<file path="config.mk">
export PLATFORM = sky130hd
export DESIGN_NAME = regfile_param
export DESIGN_NICKNAME = d
export VERILOG_FILES = /design/src/rtl/regfile_pkg.sv /design/src/rtl/regfile_dump_seq.sv /design/src/rtl/regfile_param.sv
export SDC_FILE = /design/constraint.sdc
export NUM_CORES = 2
export LEC_CHECK = 0
export CORE_MARGIN = 4
export CORE_UTILIZATION = 55
export DETAILED_ROUTE_END_ITERATION = 8
export HOLD_SLACK_MARGIN = 0.12
export PLACE_DENSITY = 0.74
export RECOVER_POWER = 100
export SYNTH_ARGS = -nofsm -noshare
export SYNTH_HDL_FRONTEND = slang
export SYNTH_HIERARCHICAL = 1
export SYNTH_SLANG_ARGS = --single-unit
export TNS_END_PERCENT = 50
</file>
<file path="constraint.sdc">
create_clock -name Clk -period 3 [get_ports Clk]
set_input_delay 0.3 -clock Clk [delete_from_list [all_inputs] [get_ports Clk]]
set_output_delay 0.3 -clock Clk [all_outputs]
set_load 0.05 [all_outputs]
</file>
<file path="src/rtl/regfile_pkg.sv">
// Shared definitions for the parametrised register file and its debug dump sequencer.
// Holds the dump FSM encoding, default geometry and the flattened-bus field extractor.
package regfile_pkg;

   typedef enum logic {
      DUMP_IDLE   = 1'b0,
      DUMP_STREAM = 1'b1
   } dump_state_e;

   localparam int unsigned DEF_WIDTH    = 32;
   localparam int unsigned DEF_ADDR_W   = 5;
   localparam int unsigned DEF_NUM_READ = 2;

   // Widest flattened bus the extractor accepts; callers zero-extend into it.
   localparam int unsigned MAX_BUS_W = 256;

   // Returns field idx of width w from a flattened bus, right-aligned and zero-filled.
   function automatic logic [MAX_BUS_W-1:0] port_field(input logic [MAX_BUS_W-1:0] bus,
                                                       input int unsigned idx,
                                                       input int unsigned w);
      logic [MAX_BUS_W-1:0] mask;
      mask = ~({MAX_BUS_W{1'b1}} << w);
      return (bus >> (idx * w)) & mask;
   endfunction

endpackage

</file>
<file path="src/rtl/regfile_dump_seq.sv">
// Debug dump sequencer: walks every register address and presents a snapshot of each
// over a valid/ready handshake. Storage is read through a mux owned by the parent.
module regfile_dump_seq
   import regfile_pkg::*;
#(
   parameter int unsigned WIDTH  = DEF_WIDTH,
   parameter int unsigned ADDR_W = DEF_ADDR_W
) (
   input  logic              clk_i,
   input  logic              rst_ni,
   input  logic              start_i,
   input  logic              abort_i,
   input  logic              ready_i,
   input  logic [WIDTH-1:0]  rd_data_i,
   output logic [ADDR_W-1:0] rd_addr_o,
   output logic              busy_o,
   output logic              valid_o,
   output logic [ADDR_W-1:0] addr_o,
   output logic [WIDTH-1:0]  data_o,
   output logic              last_o
);

   localparam logic [ADDR_W-1:0] LastAddr = '1;

   dump_state_e       state_q;
   logic              valid_q;
   logic [ADDR_W-1:0] addr_q;
   logic [WIDTH-1:0]  data_q;

   // Look one entry ahead so the next capture edge already sees the right register.
   assign rd_addr_o = (state_q == DUMP_STREAM) ? addr_q + ADDR_W'(1) : '0;

   always_ff @(posedge clk_i or negedge rst_ni) begin
      if (!rst_ni) begin
         state_q <= DUMP_IDLE;
         valid_q <= 1'b0;
         addr_q  <= '0;
         data_q  <= '0;
      end else begin
         case (state_q)
            DUMP_IDLE: begin
               if (start_i) begin
                  state_q <= DUMP_STREAM;
                  valid_q <= 1'b1;
                  addr_q  <= '0;
                  data_q  <= rd_data_i;
               end
            end
            DUMP_STREAM: begin
               if (abort_i) begin
                  state_q <= DUMP_IDLE;
                  valid_q <= 1'b0;
               end else if (valid_q && ready_i) begin
                  if (addr_q == LastAddr) begin
                     state_q <= DUMP_IDLE;
                     valid_q <= 1'b0;
                  end else begin
                     addr_q <= addr_q + ADDR_W'(1);
                     data_q <= rd_data_i;
                  end
               end
            end
            default: begin
               state_q <= DUMP_IDLE;
               valid_q <= 1'b0;
            end
         endcase
      end
   end

   assign busy_o  = (state_q == DUMP_STREAM);
   assign valid_o = valid_q;
   assign addr_o  = addr_q;
   assign data_o  = data_q;
   assign last_o  = valid_q && (addr_q == LastAddr);

endmodule

</file>
<file path="src/rtl/regfile_param.sv">
// Parametrised multi-read-port register file with optional write bypass and hardwired
// zero register, plus a snapshot dump port for the test harness and debug bridge.
module regfile_param
   import regfile_pkg::*;
#(
   parameter int unsigned WIDTH    = DEF_WIDTH,
   parameter int unsigned ADDR_W   = DEF_ADDR_W,
   parameter int unsigned NUM_READ = DEF_NUM_READ,
   parameter bit          BYPASS   = 1'b1,
   parameter bit          ZERO_REG = 1'b1
) (
   input  logic                       Clk,
   input  logic                       Rst_n,
   input  logic [WIDTH-1:0]           WriteData,
   input  logic [ADDR_W-1:0]          WriteRegister,
   input  logic                       RegWrite,
   input  logic [NUM_READ*ADDR_W-1:0] ReadRegister,
   output logic [NUM_READ*WIDTH-1:0]  ReadData,
   input  logic                       DumpStart,
   input  logic                       DumpAbort,
   output logic                       DumpBusy,
   output logic                       DumpValid,
   input  logic                       DumpReady,
   output logic [ADDR_W-1:0]          DumpAddr,
   output logic [WIDTH-1:0]           DumpData,
   output logic                       DumpLast
);

   localparam int DEPTH = 2 ** ADDR_W;

   if (NUM_READ < 1 || NUM_READ > 4) begin : g_bad_num_read
      $error("regfile_param: NUM_READ must be in 1..4");
   end
   if (NUM_READ * ADDR_W > MAX_BUS_W) begin : g_bad_addr_bus
      $error("regfile_param: read address bus exceeds MAX_BUS_W");
   end

   logic [WIDTH-1:0] regs_q [DEPTH];
   logic             wr_en;

   assign wr_en = RegWrite && !(ZERO_REG && (WriteRegister == '0));

   always_ff @(posedge Clk or negedge Rst_n) begin
      if (!Rst_n) begin
         for (int i = 0; i < DEPTH; i++) begin
            regs_q[i] <= '0;
         end
      end else if (wr_en) begin
         regs_q[WriteRegister] <= WriteData;
      end
   end

   for (genvar g = 0; g < NUM_READ; g++) begin : g_read
      logic [ADDR_W-1:0] addr;
      logic [WIDTH-1:0]  rd_val;

      assign addr = ADDR_W'(port_field(MAX_BUS_W'(ReadRegister), g, ADDR_W));

      // Zero register wins over the bypass path.
      always_comb begin
         rd_val = regs_q[addr];
         if (ZERO_REG && (addr == '0)) begin
            rd_val = '0;
         end else if (BYPASS && RegWrite && (WriteRegister == addr)) begin
            rd_val = WriteData;
         end
      end

      assign ReadData[g*WIDTH +: WIDTH] = rd_val;
   end

   // Dump reads see stored state only, so a same-edge write never leaks into a capture.
   logic [ADDR_W-1:0] dump_rd_addr;
   logic [WIDTH-1:0]  dump_rd_data;

   assign dump_rd_data = (ZERO_REG && (dump_rd_addr == '0)) ? '0 : regs_q[dump_rd_addr];

   regfile_dump_seq #(
      .WIDTH  (WIDTH),
      .ADDR_W (ADDR_W)
   ) u_dump_seq (
      .clk_i     (Clk),
      .rst_ni    (Rst_n),
      .start_i   (DumpStart),
      .abort_i   (DumpAbort),
      .ready_i   (DumpReady),
      .rd_data_i (dump_rd_data),
      .rd_addr_o (dump_rd_addr),
      .busy_o    (DumpBusy),
      .valid_o   (DumpValid),
      .addr_o    (DumpAddr),
      .data_o    (DumpData),
      .last_o    (DumpLast)
   );

endmodule

</file>
==> results.ini <==
[synth]
synth-main-ff-cell = dfrtp_1
avgSynthCellArea_um2 = 14.6
synth_edf_count = 0
netlist_area_um2 = 64600
synth_nets = 4491
synthCells = 4436
async_reset_ff_frac = 1.00
synth.distinct_cells = 59
yosys_register_bits = 1063
synth_warnings = 6
seq_area_frac_synth = 0.412

[sta]
hold_violations = 0
hold_ws_ns = 0.318
tightest_slew_ns = 1.81
setup_viol = 93
rsz0062_at_grt = true
finClkSkew_ns = 0.0290
max_freq_mhz = 318
drv_slew = 180
tns_ns = -5.46
max-slew-margin-rel = -0.208
fin_ws_ns = -0.145
min_period_ns = 3.14
period_share = 1.05

[die]
rows = 125
io-pin-count = 157
core_um2 = 116000
die_x_um = 351
fp.dieH_um = 351
die_area_um2 = 123000
start_util = 0.555

[final_layout]
mostFrequentLayoutCells = dfrtp_1 (1,062), mux2_2 (908), mux4_2 (690), mux2i_1 (324), buf_4 (239)
fin_nets = 4654
fin_util = 0.638
final_common_cell = dfrtp_1
drive_above_1_share = 0.499
area_delta_synth_final_pct = 14.9

[pwr]
ir_drop_mv = 0.616
power.density_nw_per_um2 = 655
p_leak_nw = 31.5

[hold_path]
min_path_type = primary input to register
hp-start = DumpAbort
hold_path_depth = 3
holdPathEnd = u_dump_seq/valid_o$_DFFE_PN0P_

[drt]
wl_per_cell_um = 38.2
drc = 0
firstDrtPassIters = 9
drt.antenna.violating_nets = 0
vias = 47700
finalWirelength_um = 238000
drt_iter0_drc = 7332
vias_per_cell = 7.66

[worst_setup_path]
r2r-end = u_dump_seq/data_o[13]$_DFFE_PN0P_
arrival_ns = 3.74
worstSetupEndpointType = register
path_max_fanout = 24
cp.required_ns = 3.60
rr_worst_depth = 7
reg2reg_from = u_dump_seq/addr_o[0]$_DFFE_PN0P_
r2r_slack_ns = -0.14
worstSetupStartpointType = register
path_class = register to register

[cts]
cts_buffer_depth = 3
cts-buffers-inserted = 112
cts_tree = done
cts_sinks = 1063
h-tree-depth = 3
clk_pin_slew_ns = 0.06
clk_latency_ns = 0.73
root_buffer = clkbuf_16

[grt]
grt_remaining_overflow = 0
antenna_found_initial = 20
grt_use_met2 = 0.536
grt_start_max_net_pins = 119
grt_pass1_wl_um = 342000
grt_use_met1 = 0.524
gr-usage-met3 = 0.156
track_usage = 0.387
grt_pass1_vias = 47600
grt-busiest-layer = met2

[run_status]
violations = capacitance limit, slew limit, setup timing
status = complete, but fails checks

[placement]
hpwl_um = 150000
gp_congestion = 0.938
portBuffers = 156

[job]
cap_viol_max_count = 8

-- sequential cells by signal (all words and copies together) (netlist names) --
| name | flops |
|---|---|
| u_dump_seq/busy_o | 1 |
| u_dump_seq/addr_o | 5 |
| u_dump_seq/valid_o | 1 |
| u_dump_seq/data_o | 32 |
| regs_q | 1024 |
-- cells in the mapped netlist (3+ instances only) --
cell,n,area share
dfrtp_1,1063,0.41
mux2_2,908,0.16
mux4_2,690,0.24
mux2i_1,330,0.051
clkbuf_1,254,0.015
mux2_1,129,0.022
buf_2,128,0.0099
nand2_1,127,0.0074
a22oi_1,99,0.012
a21oi_1,91,0.0070
buf_1,71,0.0041
nor2_1,58,0.0034
o21ai_1,56,0.0043
buf_4,38,0.0044
o22ai_1,38,0.0037
inv_1,35,0.0020
a211oi_1,32,0.0037
a32o_1,32,0.0050
o221ai_1,32,0.0043
buf_6,31,0.0054
o21ai_0,30,0.0023
o2111ai_1,23,0.0031
a311oi_1,13,0.0018
xnor2_1,11,0.0015
a22o_1,9,0.0012
a221o_1,7,0.0011
nor3b_1,7,0.00081
nor4_1,7,0.00068
o22a_1,7,0.00095
and2_1,6,0.00058
nand3_1,6,0.00046
nand3b_1,6,0.00070
nand4_1,5,0.00048
a211o_1,4,0.00054
mux4_1,4,0.0016
nand2b_1,4,0.00039
nor2b_1,4,0.00039
a2111oi_0,3,0.00041
a221oi_1,3,0.00041
a221oi_2,3,0.00070
nor3_1,3,0.00023
o21bai_1,3,0.00035
o221a_1,3,0.00052
or2_2,3,0.00029
-- logic make-up after synthesis --
logic type / synth area share
adder cells (fa/ha/maj): 0.000387
XOR/XNOR: 0.00163
multiplexers: 0.474
AO/OA/AOI/OAI: 0.0533
flip-flops: 0.412
AND/OR/NAND/NOR: 0.0175
buffers and inverters: 0.0410
-- cell type report --
type                       instances  area, um2
antenna                           13       32.5
clock buffer                     159       3220
clock inverter                    51        538
fill                            8501      42100
inverter                          35        131
multi-input combinational       2815      35800
sequential                      1063      26600
tap                             1524       1910
timing repair buffer             572       6000
-- critical path, stage by stage, from the launching register on --
cell	delay, ns
dfrtp_1	0.43
ha_1	0.22
and3_1	0.17
ha_1	0.21
and4bb_1	0.29
mux2i_4	0.18
buf_2	1.03
mux2_2	0.44
-- worst max-delay path by stage --
stage | from | end | slack [ns] | depth (start not counted)
finish | u_dump_seq/addr_o[0]$_DFFE_PN0P_ | u_dump_seq/data_o[13]$_DFFE_PN0P_ | -0.14 | 7
global route | regs_q[702]$_DFFE_PN0P_ | ReadData[30] | -0.06 | 6
CTS | regs_q[578]$_DFFE_PN0P_ | ReadData[34] | -0.07 | 6
detailed placement | WriteRegister[2] | ReadData[38] | -0.12 | 9
global placement | WriteRegister[1] | ReadData[50] | -0.18 | 10
floorplan | u_dump_seq/addr_o[0]$_DFFE_PN0P_ | u_dump_seq/data_o[30]$_DFFE_PN0P_ | 0.03 | 10
-- routing by layer --
layer  vias up  routed length [um]  share of wire
met1     24800               84700           0.36
li1      17900                   -              -
met4        12               15900          0.067
met3       939               37500           0.16
met5         -                 152        0.00064
met2      4080               99600           0.42
-- report_power, final --
part	switching (W)	internal, W	total (W)
Clock	0.00623	0.00818	0.0144
Sequential	0.00280	0.0170	0.0198
Combinational	0.00637	0.00798	0.0144
Total	0.0154	0.0332	0.0486
-- repair_timing --
item | CTS | global route
pin swaps | 1 | 10
hold endpoints to repair | 342 | 0
endpoints found under the setup margin | 19 | 39
hold buffers | 1 | 0
gates resized for setup | 29 | 40
setup buffers | 0 | 12
-- stage by stage --
step                setup slack [ns]  cells  cell area, um2  power, W
global placement              -0.182   5996           71200    0.0335
detailed placement            -0.122   5996           71200    0.0340
global route                 -0.0594   6224           74200    0.0502
floorplan                     0.0263   4436           64600    0.0291
finish                        -0.145   6232           74200    0.0486
CTS                          -0.0682   6207           75100    0.0484
Note: power is estimated with default switching activity, not from simulation.
